[src/rtl/mmcm_drp_ctrl_if.sv]
// Host-side request/status handshake for mmcm_drp_ctrl.
interface mmcm_drp_ctrl_if;
    logic        req;
    logic [6:0]  req_addr;
    logic [15:0] req_data;
    logic [15:0] req_mask;
    logic        busy;
    logic        done;
    logic        err;

    modport master (output req, req_addr, req_data, req_mask, input busy, done, err);
    modport slave  (input req, req_addr, req_data, req_mask, output busy, done, err);
endinterface

[src/rtl/mmcm_drp_ctrl.sv]
// MMCM DRP read-modify-write sequencer: holds the MMCM in reset, patches one register, waits for lock.
// Define MMCM_DRP_TIMEOUT_EN to enable the drdy/lock wait timeout and the sticky err flag.
module mmcm_drp_ctrl #(
    parameter int unsigned TIMEOUT_CYCLES = 1024,
    parameter int unsigned LOCK_SETTLE    = 16
) (
    input  logic             sys_clk,
    input  logic             sys_rst,
    mmcm_drp_ctrl_if.slave   host,
    output logic             drp_den,
    output logic             drp_dwe,
    output logic [6:0]       drp_daddr,
    output logic [15:0]      drp_di,
    input  logic [15:0]      drp_do,
    input  logic             drp_drdy,
    input  logic             mmcm_locked,
    output logic             mmcm_rst
);
`ifdef MMCM_DRP_TIMEOUT_EN
    localparam bit TIMEOUT_EN = 1'b1;
`else
    localparam bit TIMEOUT_EN = 1'b0;
`endif

    localparam int unsigned SW = $clog2(LOCK_SETTLE + 1);
    localparam int unsigned WW = $clog2(TIMEOUT_CYCLES + 1);
    localparam logic [SW-1:0] SETTLE_LAST = SW'(LOCK_SETTLE - 1);
    localparam logic [WW-1:0] WAIT_LAST   = WW'(TIMEOUT_CYCLES - 1);

    typedef enum logic [3:0] {
        IDLE, RST, RD, WAIT_RD, WR, WAIT_WR, RELEASE, WAIT_LOCK, DONE
    } state_t;

    state_t        state, next;
    logic [15:0]   data_q, mask_q;
    logic          lock_meta, lock_sync;
    logic [SW-1:0] settle_cnt;
    logic [WW-1:0] wait_cnt;
    logic          in_wait, timeout, expire, err_q;

    assign in_wait = state inside {WAIT_RD, WAIT_WR, WAIT_LOCK};
    // With the timeout disabled this is constant 0, so wait_cnt and err_q fold away.
    assign timeout = TIMEOUT_EN && in_wait && (wait_cnt == WAIT_LAST);

    always_comb begin
        next   = state;
        expire = 1'b0;
        unique case (state)
            IDLE:      if (host.req) next = RST;
            RST:       next = RD;
            RD:        next = WAIT_RD;
            WAIT_RD: begin
                if (drp_drdy)     next = WR;
                else if (timeout) begin next = DONE; expire = 1'b1; end
            end
            WR:        next = WAIT_WR;
            WAIT_WR: begin
                if (drp_drdy)     next = RELEASE;
                else if (timeout) begin next = DONE; expire = 1'b1; end
            end
            RELEASE:   next = WAIT_LOCK;
            WAIT_LOCK: begin
                if (lock_sync && settle_cnt == SETTLE_LAST) next = DONE;
                else if (timeout) begin next = DONE; expire = 1'b1; end
            end
            DONE:      next = IDLE;
            default:   next = IDLE;
        endcase
    end

    always_ff @(posedge sys_clk) begin
        if (sys_rst) begin
            state      <= IDLE;
            drp_daddr  <= '0;
            drp_di     <= '0;
            data_q     <= '0;
            mask_q     <= '0;
            lock_meta  <= 1'b0;
            lock_sync  <= 1'b0;
            settle_cnt <= '0;
            wait_cnt   <= '0;
            err_q      <= 1'b0;
        end else begin
            state     <= next;
            lock_meta <= mmcm_locked;
            lock_sync <= lock_meta;
            if (state == IDLE && host.req) begin
                drp_daddr <= host.req_addr;
                data_q    <= host.req_data;
                mask_q    <= host.req_mask;
                err_q     <= 1'b0;
            end
            // Mask bit 1 keeps the value read back from the MMCM.
            if (state == WAIT_RD && drp_drdy)
                drp_di <= (drp_do & mask_q) | (data_q & ~mask_q);
            settle_cnt <= (state == WAIT_LOCK && lock_sync) ? settle_cnt + SW'(1) : '0;
            wait_cnt   <= in_wait ? wait_cnt + WW'(1) : '0;
            if (expire) err_q <= 1'b1;
        end
    end

    assign host.busy = !(state == IDLE || state == DONE);
    assign host.done = (state == DONE);
    assign host.err  = TIMEOUT_EN ? err_q : 1'b0;
    assign mmcm_rst  = state inside {RST, RD, WAIT_RD, WR, WAIT_WR};
    assign drp_den   = (state == RD) || (state == WR);
    assign drp_dwe   = (state == WR);
endmodule

[src/flat_wrapper.sv]
// flat-port wrapper written by rule: the top's interface ports become plain ports
module mmcm_drp_ctrl_flat 
#(
    parameter int unsigned TIMEOUT_CYCLES = 1024,
    parameter int unsigned LOCK_SETTLE    = 16
)
  (sys_clk, sys_rst, drp_den, drp_dwe, drp_daddr, drp_di, drp_do, drp_drdy, mmcm_locked, mmcm_rst, host_req, host_req_addr, host_req_data, host_req_mask, host_busy, host_done, host_err);
  mmcm_drp_ctrl_if host_i ();
  input  logic sys_clk;
  input  logic sys_rst;
  output logic drp_den;
  output logic drp_dwe;
  output logic [6:0] drp_daddr;
  output logic [15:0] drp_di;
  input  logic [15:0] drp_do;
  input  logic drp_drdy;
  input  logic mmcm_locked;
  output logic mmcm_rst;
  input wire logic [$bits(host_i.req)-1:0] host_req;
  input wire logic [$bits(host_i.req_addr)-1:0] host_req_addr;
  input wire logic [$bits(host_i.req_data)-1:0] host_req_data;
  input wire logic [$bits(host_i.req_mask)-1:0] host_req_mask;
  output wire logic [$bits(host_i.busy)-1:0] host_busy;
  output wire logic [$bits(host_i.done)-1:0] host_done;
  output wire logic [$bits(host_i.err)-1:0] host_err;
  assign host_i.req = host_req;
  assign host_i.req_addr = host_req_addr;
  assign host_i.req_data = host_req_data;
  assign host_i.req_mask = host_req_mask;
  assign host_busy = host_i.busy;
  assign host_done = host_i.done;
  assign host_err = host_i.err;
  mmcm_drp_ctrl #(.TIMEOUT_CYCLES(TIMEOUT_CYCLES), .LOCK_SETTLE(LOCK_SETTLE)) u_core (.sys_clk(sys_clk), .sys_rst(sys_rst), .host(host_i), .drp_den(drp_den), .drp_dwe(drp_dwe), .drp_daddr(drp_daddr), .drp_di(drp_di), .drp_do(drp_do), .drp_drdy(drp_drdy), .mmcm_locked(mmcm_locked), .mmcm_rst(mmcm_rst));
endmodule
[config.mk]
export PLATFORM = sky130hd
export DESIGN_NAME = mmcm_drp_ctrl_flat
export DESIGN_NICKNAME = d
export VERILOG_FILES = /design/src/rtl/mmcm_drp_ctrl_if.sv /design/src/rtl/mmcm_drp_ctrl.sv /design/src/flat_wrapper.sv
export SDC_FILE = /design/constraint.sdc
export NUM_CORES = 1
export LEC_CHECK = 0
export ABC_AREA = 1
export BUFFER_PORTS_ARGS = -buffer_cell sky130_fd_sc_hd__buf_2
export CAP_MARGIN = 10
export CORE_UTILIZATION = 50
export CTS_CLUSTER_SIZE = 12
export DETAILED_ROUTE_END_ITERATION = 8
export HOLD_SLACK_MARGIN = 0.15
export PLACE_DENSITY = 0.77
export SLEW_MARGIN = 20
export SYNTH_ARGS = -nofsm -noshare
export SYNTH_HDL_FRONTEND = slang
export SYNTH_SLANG_ARGS = --single-unit
[constraint.sdc]
create_clock -name sys_clk -period 1.75 [get_ports sys_clk]
set_input_delay 0.525 -clock sys_clk [delete_from_list [all_inputs] [get_ports sys_clk]]
set_output_delay 0.525 -clock sys_clk [all_outputs]
set_load 0.01 [all_outputs]
==> results.md, run 1 <==
• TritonCTS clock tree: built
• kind of path behind the tightest hold check: input pin to register
• distinct cell type count of the synthesized netlist: 23
• sequential cell area fraction in the yosys report: 49.3%
• die area: 5660 um2
• clock transition at the registers of the reported paths: 0.07 ns
• Crit-path slowest cell: dfxtp_4
• post-DP HPWL: 3.68 mm
• IO Pins: 89
• number of nets in the layout: 502
• endpoints failing hold: 0
• global route total overflow: 0
• H-tree lvl count: 3
• required time at the worst-slack endpoint: 1.22 ns
• Largest stage delay, worst path: 0.37 ns
• category of the worst setup path capture point: primary output
• clock root buffer: clkbuf_8
• Die X-Extent: 75.2 um
• sequence of cells on the critical path: or2_4 > a21oi_2 > buf_2
• initial antenna violation count: 0
• dominant cells by area after synthesis: dfxtp_1 (49%), a21oi_1 (11%), o21ai_0 (11%)
• Syn Inst Count: 352
• Fmax achieved: 575 MHz
• Min-Delay Path Depth: 2
• maximum ir drop on the vdd rail: 1100 uV
• Longest Clk Path Bufs: 2
• routed wirelength normalized by instance count: 10.2 um
• Arr. time, crit path: 1.21 ns
• crit start category: register
• crit path launch: u_core.state[1]
• top fanout value on the critical path: 5
• Post-Synthesis Net Count: 414
• final weighted congestion in routability-driven placement: 0.735
• Critical Setup Path Class: register to primary output
• total via count after detailed routing: 2390
• final antenna diode count: 0
• vias per cell: 4.65
• Post-Place Setup Slack: 0.190 ns
• total clock sinks: 66
• area grow syn2layout: 26.1%
• total area of sequential cells: 1330 um2
• setup repair after global routing missed its margin: true
• ratio of total power to cell area: 1360 nW/um2
• Clk Latency, worst-skew pair: 0.33 ns
• IO buf count: 87
• remaining design rule violation count: 0
• total clock buffers created by CTS: 9
• Setup-failing EPs final: 0
• top cell type's share of synthesized area: 49.3%
• part of the cycle the worst path needs: 99.4%
• commonest cells after routing, fill and taps aside: buf_2 (87), inv_1 (67), dfxtp_1 (62)
• startpoint of the lowest-slack hold path: sys_rst
• most frequent standard cell in the layout excluding fill and tap cells: buf_2
• height of the chip: 75.2 um
• global routing usage summed across all routing layers: 20.4%
• post-synthesis cell type with the largest combined area: dfxtp_1
• Routed Wire Length: 5.27 mm
• length in cells of the worst reg-to-reg path: 11
• Core ar.: 5140 um2
• proportion of layout cells with a drive suffix above 1: 28.8%
• total iterations of the first detailed-routing run: 4
• area of the multi-input gates: 1010 um2
• number of global-route vias before repair: 2075
• first-pass GRT wire length: 8.60 mm
• launching point of the worst reg2reg path: u_core.settle_cnt[0]
• number of fill cells: 476
• hold worst-path end: u_core.state[3]
• result of the run: completed
• synthesized area per cell: 7.61 um2
• yosys warns: 0
• r2r setup slk: 0.28 ns
• post-route antenna net violation count: 0
• Max Transition Viols Final: 0
• endpoint of the worst-slack reg-to-reg timing path: u_core.state[2]
• time the final worst path needs with I/O delays and setup: 1.74 ns
• cell area after synthesis: 2680 um2
• initial standard-cell utilization of the core: 52.1%
• maximum number of pins on one net before global-route repair: 79
• Tot Pwr: 4600 uW
• Worst Setup Slack, final: 0.0104 ns
• Pleak: 0.00152 uW
• number of flip-flops and latches in the synthesized netlist: 66
• maxcap violations: 0
• maximum clock skew at final layout: 0.00633 ns
• Std-Cell Rows: 26
• count of routing violations after the opening detailed-route iteration: 108
registers in the layout, indices dropped and copies added (netlist names):
register / count
u_core.drp_daddr: 7
u_core.lock_meta: 1
u_core.data_q: 16
u_core.mask_q: 16
u_core.lock_sync: 1
u_core.drp_di: 16
u_core.settle_cnt: 5
u_core.state: 4
metal layers:
layer  vias up  track usage, %  share of wire, %
met5         -               0                 0
met4         0            11.3               2.2
met3        11            5.49               5.4
met2        65            34.1                46
met1      1013            23.7                47
li1       1301               -                 -
worst max-delay path: cells and delay by family, from the launching register on:
family / cells / cell delay, ns
AOI/OAI and AO/OA: 1 / 0.11
buffers and inverters: 1 / 0.14
DFF: 1 / 0.37
and+or+nand+nor: 1 / 0.27
logic make-up (layout without fill, tap and decap cells):
logic type / after synthesis / in the layout / share of synthesized area, %
AO/OA/AOI/OAI: 131 / 131 / 24.5
adder cells (fa/ha/maj): 2 / 2 / 0.934
buffers and inverters: 88 / 180 / 13.7
flip-flops: 66 / 66 / 49.3
other: 1 / 1 / 0.140
AND/OR/NAND/NOR: 64 / 64 / 11.4
through the flow:
stage / utilization, % / cell area (um2) / hold WS [ns] / cells / setup TNS, ns
3_5_place_dp: 61.4 / 3160 / 0.410 / 497 / 0
5_1_grt: 65.8 / 3380 / 0.389 / 514 / -0.0786
6_report: 65.8 / 3380 / 0.394 / 514 / 0
2_1_floorplan: - / 2680 / 0.388 / 352 / 0
3_3_place_gp: 61.4 / 3160 / 0.415 / 497 / 0
4_1_cts: 65.4 / 3360 / 0.385 / 513 / -0.00145
area by class of cell:
| type | instances | share of cell area (%) |
|---|---|---|
| well taps | 70 | 2.59 |
| repair buffers | 95 | 15.0 |
| clock buffers | 12 | 4.29 |
| flip-flops and latches | 66 | 39.3 |
| inverters | 70 | 7.85 |
| multi-input cells | 198 | 29.8 |
| clock inverters | 3 | 1.18 |
what timing repair did:
action	CTS	global route
gates resized for setup	5	5
endpoints found under the setup margin	3	4
setup buffers	1	1
pin swaps	2	1
hold buffers	0	0
worst max path at each step:
stage	endpoint	slack (ns)	cells after the start
finish	drp_den	0.01	3
global placement	mmcm_rst	0.21	4
detailed placement	mmcm_rst	0.19	4
global route	mmcm_rst	-0.04	4
floorplan	mmcm_rst	0.26	3
CTS	mmcm_rst	-0.001	5
power by group:
part | total [uW] | switching (uW) | internal (uW)
clock network | 1210 | 523 | 685
logic | 1320 | 787 | 532
registers | 2070 | 191 | 1880
total | 4600 | 1500 | 3100
cell usage after synthesis:
| cell | number |
|---|---|
| a21oi_1 | 59 |
| buf_2 | 6 |
| buf_4 | 1 |
| buf_6 | 3 |
| clkbuf_1 | 5 |
| clkbuf_2 | 3 |
| conb_1 | 1 |
| dfxtp_1 | 66 |
| ha_1 | 2 |
| inv_1 | 67 |
| inv_2 | 3 |
| nand2_1 | 31 |
| nand2_2 | 1 |
| nand3_1 | 6 |
| nand3_2 | 3 |
| nand3b_1 | 1 |
| nor2_1 | 15 |
| nor2_2 | 3 |
| nor2_4 | 2 |
| nor3b_2 | 1 |
| o21ai_0 | 58 |
| o21ai_1 | 14 |
| or2_2 | 1 |
No activity file was read; power rests on OpenSTA's default activity.
==> run 2: changes to the inputs <==
--- a/config.mk
+++ b/config.mk
@@ -8,11 +8,11 @@
 export ABC_AREA = 1
 export BUFFER_PORTS_ARGS = -buffer_cell sky130_fd_sc_hd__buf_2
 export CAP_MARGIN = 10
-export CORE_UTILIZATION = 50
+export CORE_UTILIZATION = 54
 export CTS_CLUSTER_SIZE = 12
 export DETAILED_ROUTE_END_ITERATION = 8
 export HOLD_SLACK_MARGIN = 0.15
-export PLACE_DENSITY = 0.77
+export PLACE_DENSITY = 0.83
 export SLEW_MARGIN = 20
 export SYNTH_ARGS = -nofsm -noshare
 export SYNTH_HDL_FRONTEND = slang
==> constraint.sdc (replaced) <==
create_clock -name sys_clk -period 2.2 [get_ports sys_clk]
set_input_delay 0.66 -clock sys_clk [delete_from_list [all_inputs] [get_ports sys_clk]]
set_output_delay 0.66 -clock sys_clk [all_outputs]
set_load 0.01 [all_outputs]
==> run 2 against run 1 <==
  * Power decreased by 21%
  * Critical endpoint is now mmcm_rst
  * Setup slack better by 0.15 ns
  * First-iteration DRC count grew 16%
  * Critical path depth is 1 higher
  * Largest cell class unchanged
==> results.md, run 2 (synthesized netlist as in run 1, its figures left out) <==
• post-DP HPWL: 3.60 mm, was 3.68 mm
• CTS Hold Bufs: 0, unchanged
• buffer and inverter count on the worst path: 2, was 1
• required time at the worst-slack endpoint: 1.54 ns, was 1.22 ns
• global routing usage summed across all routing layers: 21.8%, was 20.4%
• family with the most delay on the worst path: flip-flops, unchanged
• number of cells upsized or downsized after cts: 0, was 5
• Crit-path slowest cell: dfxtp_1, was dfxtp_4
• clock transition at the registers of the reported paths: 0.07 ns, about the same
• Largest stage delay, worst path: 0.40 ns, was 0.37 ns
• remaining design rule violation count: 0, unchanged
• total clock buffers created by CTS: 9, unchanged
• routed wirelength normalized by instance count: 10.2 um, about the same
• post-route cell area: 3330 um2, was 3380 um2
• sequence of cells on the critical path: inv_2 > or2_2 > a21oi_1 > buf_2, was or2_4 > a21oi_2 > buf_2
• Arr. time, crit path: 1.38 ns, was 1.21 ns
• Clk Latency, worst-skew pair: 0.33 ns, about the same
• total iterations of the first detailed-routing run: 4, unchanged
• crit start category: register, unchanged
• most frequent standard cell in the layout excluding fill and tap cells: buf_2, unchanged
• relative slew slack: 60.0%
• setup repair after global routing missed its margin: false, was true
• proportion of layout cells with a drive suffix above 1: 26.4%, was 28.8%
• number of buffers inserted to repair setup after CTS: 0, was 1
• global route total overflow: 0, unchanged
• result of the run: completed, unchanged
• ratio of total power to cell area: 1090 nW/um2, was 1360 nW/um2
• Std-Cell Rows: 25, was 26
• part of the cycle the worst path needs: 92.7%
• initial standard-cell utilization of the core: 56.4%, was 52.1%
• endpoints failing hold: 0, unchanged
• cell count after placement: 490, was 497
• final antenna diode count: 0, unchanged
• Routed Wire Length: 5.18 mm, was 5.27 mm
• IO buf count: 87, unchanged
• Setup-failing EPs final: 0, unchanged
• die area: 5250 um2, was 5660 um2
• IO Pins: 89, unchanged
• total via count after detailed routing: 2400, was 2390
• kind of path behind the tightest hold check: register to register, was input pin to register
• Core ar.: 4750 um2, was 5140 um2
• category of the worst setup path capture point: primary output, unchanged
• final hold slack: 0.423 ns, was 0.394 ns
• initial antenna violation count: 0, unchanged
• height of the chip: 72.5 um, was 75.2 um
• clock root buffer: clkbuf_8, unchanged
• time the final worst path needs with I/O delays and setup: 2.04 ns
• maxcap violations: 0, unchanged
• Post-Place Cell Area: 3130 um2, was 3160 um2
• Non-Filler Instances: 506, was 514
• Longest Clk Path Bufs: 2, unchanged
• number of global-route vias before repair: 2172, was 2075
• fraction of the core area covered by cells at the end of the flow: 70.1%, was 65.8%
• Critical Setup Path Class: register to primary output, unchanged
• post-route antenna net violation count: 0, unchanged
• H-tree lvl count: 3, unchanged
• maximum number of pins on one net before global-route repair: 79, unchanged
• vias per cell: 4.74, was 4.65
• Pleak: 0.00150 uW, was 0.00152 uW
• total clock sinks: 66, unchanged
• area grow syn2layout: 24.3%, was 26.1%
• actual transition at the worst max-transition pin: 0.599 ns
• Die X-Extent: 72.5 um, was 75.2 um
• top fanout value on the critical path: 5, unchanged
• Top Registers: u_core.data_q: 16 flops, u_core.drp_di: 16 flops, u_core.mask_q: 16 flops, unchanged
• total negative slack for setup checks: 0 ns, unchanged
• maximum ir drop on the vdd rail: 804 uV, was 1100 uV
• commonest cells after routing, fill and taps aside: buf_2 (87), inv_1 (67), dfxtp_1 (66), was buf_2 (87), inv_1 (67), dfxtp_1 (62)
• number of nets in the layout: 496, was 502
• Max Transition Viols Final: 0, unchanged
• Fmax achieved: 490 MHz
• count of routing violations after the opening detailed-route iteration: 125, was 108
• maximum clock skew at final layout: 0.00625 ns, was 0.00633 ns
• final weighted congestion in routability-driven placement: 0.815, was 0.735
• TritonCTS clock tree: built, unchanged
• first-pass GRT wire length: 8.87 mm, was 8.60 mm
[run 2: area by class of cell]
type / instances / area [um2]
Clock inverter: 2 / 35.0
Inverter: 70 / 263
Fill cell: 431 / 1420
Tap cell: 67 / 83.8
Clock buffer: 14 / 163
Sequential cell: 66 / 1320
Multi-Input combinational cell: 198 / 991
Timing Repair Buffer: 89 / 475
[run 2: worst paths after layout]
kind / from / to / slack (ns) / cells past startpoint
setup / recovery: u_core.state[2] / mmcm_rst / 0.16 / 4
hold / removal: u_core.lock_meta / u_core.lock_sync / 0.42 / 2
setup reg to reg: u_core.state[1] / u_core.drp_di[0] / 0.54 / 5
hold reg to reg: u_core.lock_meta / u_core.lock_sync / 0.42 / 2
[run 2: worst min-delay path: stages (launching register included)]
cell,delay (ns)
dfxtp_1,0.30
inv_1,0.05
nor2_1,0.04
[run 2: where the power goes]
part	switching, uW	internal (uW)
combinational	614	389
sequential	147	1490
clock	418	586
total	1180	2460
[run 2: metrics by stage]
stage | total power (uW) | worst slack (ns)
final | 3640 | 0.160
after global routing | 3910 | 0.119
after CTS | 3680 | 0.149
after detailed placement | 2660 | 0.395
after global placement | 2620 | 0.424
after floorplan | 2390 | 0.571
[run 2: metal layers]
layer / share of wire, % / vias up / track usage (%)
met2: 48 / 59 / 38.6
met1: 46 / 1048 / 24.5
met3: 4.5 / 8 / 5.69
met4: 1.4 / 0 / 9.59
li1: - / 1285 / -
met5: 0 / - / 0
==> run 3: changes to the inputs <==
--- a/config.mk
+++ b/config.mk
@@ -13,6 +13,7 @@
 export DETAILED_ROUTE_END_ITERATION = 8
 export HOLD_SLACK_MARGIN = 0.15
 export PLACE_DENSITY = 0.83
+export RECOVER_POWER = 25
 export SLEW_MARGIN = 20
 export SYNTH_ARGS = -nofsm -noshare
 export SYNTH_HDL_FRONTEND = slang
==> run 3 against run 2 <==
  * Clock skew is 0.0012 ns lower
  * Highest routed layer unchanged
  * Worst hold slack lost 0.0028 ns
  * Combinational power hardly changed
==> results.md, run 3 (synthesized netlist as in run 1, its figures left out) <==
• result of the run: completed, unchanged
• global routing usage summed across all routing layers: 21.8%, unchanged
• Tot Pwr: 3610 uW, was 3640 uW
• total via count after detailed routing: 2414, was 2400
• Longest Clk Path Bufs: 2, unchanged
• total clock buffers created by CTS: 9, unchanged
• category of the worst setup path capture point: primary output, unchanged
• Routed Wire Length: 5.18 mm, about the same
• time the final worst path needs with I/O delays and setup: 2.03 ns, was 2.04 ns
• buffer and inverter count on the worst path: 2, unchanged
• required time at the worst-slack endpoint: 1.54 ns, about the same
• Die X-Extent: 72.5 um, unchanged
• number of nets in the layout: 496, unchanged
• relative slew slack: 55.3%, was 60.0%
• post-route antenna net violation count: 0, unchanged
• maxcap violations: 0, unchanged
• maximum ir drop on the vdd rail: 802 uV, was 804 uV
• vias per cell: 4.77, was 4.74
• Top Registers: u_core.data_q: 16 flops, u_core.drp_di: 16 flops, u_core.mask_q: 16 flops, unchanged
• Crit-path slowest cell: dfxtp_1, unchanged
• H-tree lvl count: 3, unchanged
• actual transition at the worst max-transition pin: 0.670 ns, was 0.599 ns
• CTS Hold Bufs: 0, unchanged
• initial antenna violation count: 0, unchanged
• IO buf count: 87, unchanged
• final weighted congestion in routability-driven placement: 0.815, unchanged
• number of global-route vias before repair: 2172, unchanged
• remaining design rule violation count: 0, unchanged
• total clock sinks: 66, unchanged
• GR Layer Usage met3: 5.69%, unchanged
• number of buffers inserted to repair setup after CTS: 0, unchanged
• family with the most delay on the worst path: flip-flops, unchanged
• post-route cell area: 3300 um2, was 3330 um2
• total negative slack for setup checks: 0 ns, unchanged
• Non-Filler Instances: 506, unchanged
• Core ar.: 4750 um2, unchanged
• final antenna diode count: 0, unchanged
• kind of path behind the tightest hold check: register to register, unchanged
• cell count after placement: 490, unchanged
• most frequent standard cell in the layout excluding fill and tap cells: buf_2, unchanged
• routing usage on met1: 24.5%, unchanged
• ratio of total power to cell area: 1090 nW/um2, about the same
• area grow syn2layout: 23.2%, was 24.3%
• part of the cycle the worst path needs: 92.4%, was 92.7%
• IO Pins: 89, unchanged
• initial standard-cell utilization of the core: 56.4%, unchanged
• Largest stage delay, worst path: 0.40 ns, about the same
• maximum number of pins on one net before global-route repair: 79, unchanged
• Std-Cell Rows: 25, unchanged
• post-DP HPWL: 3.60 mm, unchanged
• height of the chip: 72.5 um, unchanged
• TritonCTS clock tree: built, unchanged
• GRT met2 Usage: 38.6%, unchanged
• first-pass GRT wire length: 8.87 mm, unchanged
• Post-Place Cell Area: 3130 um2, unchanged
• grt peak-use layer: met2, unchanged
• setup repair after global routing missed its margin: false, unchanged
• top fanout value on the critical path: 5, unchanged
• clock root buffer: clkbuf_8, unchanged
• commonest cells after routing, fill and taps aside: buf_2 (86), inv_1 (68), dfxtp_1 (66), was buf_2 (87), inv_1 (67), dfxtp_1 (66)
• maximum clock skew at final layout: 0.00509 ns, was 0.00625 ns
• global route total overflow: 0, unchanged
• routed wirelength normalized by instance count: 10.2 um, about the same
• proportion of layout cells with a drive suffix above 1: 25.1%, was 26.4%
• number of cells upsized or downsized after cts: 0, unchanged
• Setup-failing EPs final: 0, unchanged
• sequence of cells on the critical path: inv_2 > or2_2 > a21oi_1 > buf_2, unchanged
• fraction of the core area covered by cells at the end of the flow: 69.5%, was 70.1%
• total iterations of the first detailed-routing run: 4, unchanged
• crit start category: register, unchanged
• Critical Setup Path Class: register to primary output, unchanged
• endpoints failing hold: 0, unchanged
• Pleak: 0.00149 uW, was 0.00150 uW
• clock transition at the registers of the reported paths: 0.07 ns, about the same
• Clk Latency, worst-skew pair: 0.32 ns, was 0.33 ns
• die area: 5250 um2, unchanged
• count of routing violations after the opening detailed-route iteration: 119, was 125
• Arr. time, crit path: 1.37 ns, was 1.38 ns
• Max Transition Viols Final: 0, unchanged
• Fmax achieved: 492 MHz, was 490 MHz
==> run 3: worst paths after layout <==
check / startpoint / to / slack (ns) / cells after the start
min reg2reg: u_core.lock_meta / u_core.lock_sync / 0.42 / 2
max reg2reg: u_core.state[1] / u_core.data_q[5] / 0.48 / 5
min: u_core.lock_meta / u_core.lock_sync / 0.42 / 2
max: u_core.state[2] / mmcm_rst / 0.17 / 4
==> run 3: worst reg2reg max path, cell delays in order, from the launching register on <==
cell      delay, ns
dfxtp_1        0.35
nor2_1         0.27
nand3_2        0.10
clkbuf_4       0.42
o21ai_0        0.36
a21oi_1        0.08
==> run 3: area by class of cell <==
cell class | instances | area (um2)
Clock buffer | 14 | 163
Clock inverter | 2 | 35.0
Fill cell | 436 | 1450
Inverter | 70 | 263
Multi-Input combinational cell | 198 | 976
Sequential cell | 66 | 1320
Tap cell | 67 | 83.8
Timing Repair Buffer | 89 | 462
==> run 3: power by group <==
part	leakage [uW]	switching, uW	internal, uW
registers	0.000541	144	1490
clock network	0.000101	419	586
logic	0.000846	606	367
total	0.00149	1170	2440
==> run 3: routing by layer <==
| layer | wire, um | vias to the layer above |
|---|---|---|
| met4 | 75 | 0 |
| li1 | - | 1286 |
| met1 | 2340 | 1056 |
| met5 | 0 | - |
| met3 | 269 | 8 |
| met2 | 2490 | 64 |
==> run 3: metrics by stage <==
stage          hold WS (ns)  worst slack (ns)
4_1_cts               0.425             0.149
3_3_place_gp          0.410             0.424
2_1_floorplan         0.388             0.571
6_report              0.420             0.167
3_5_place_dp          0.412             0.395
5_1_grt               0.453            0.0659
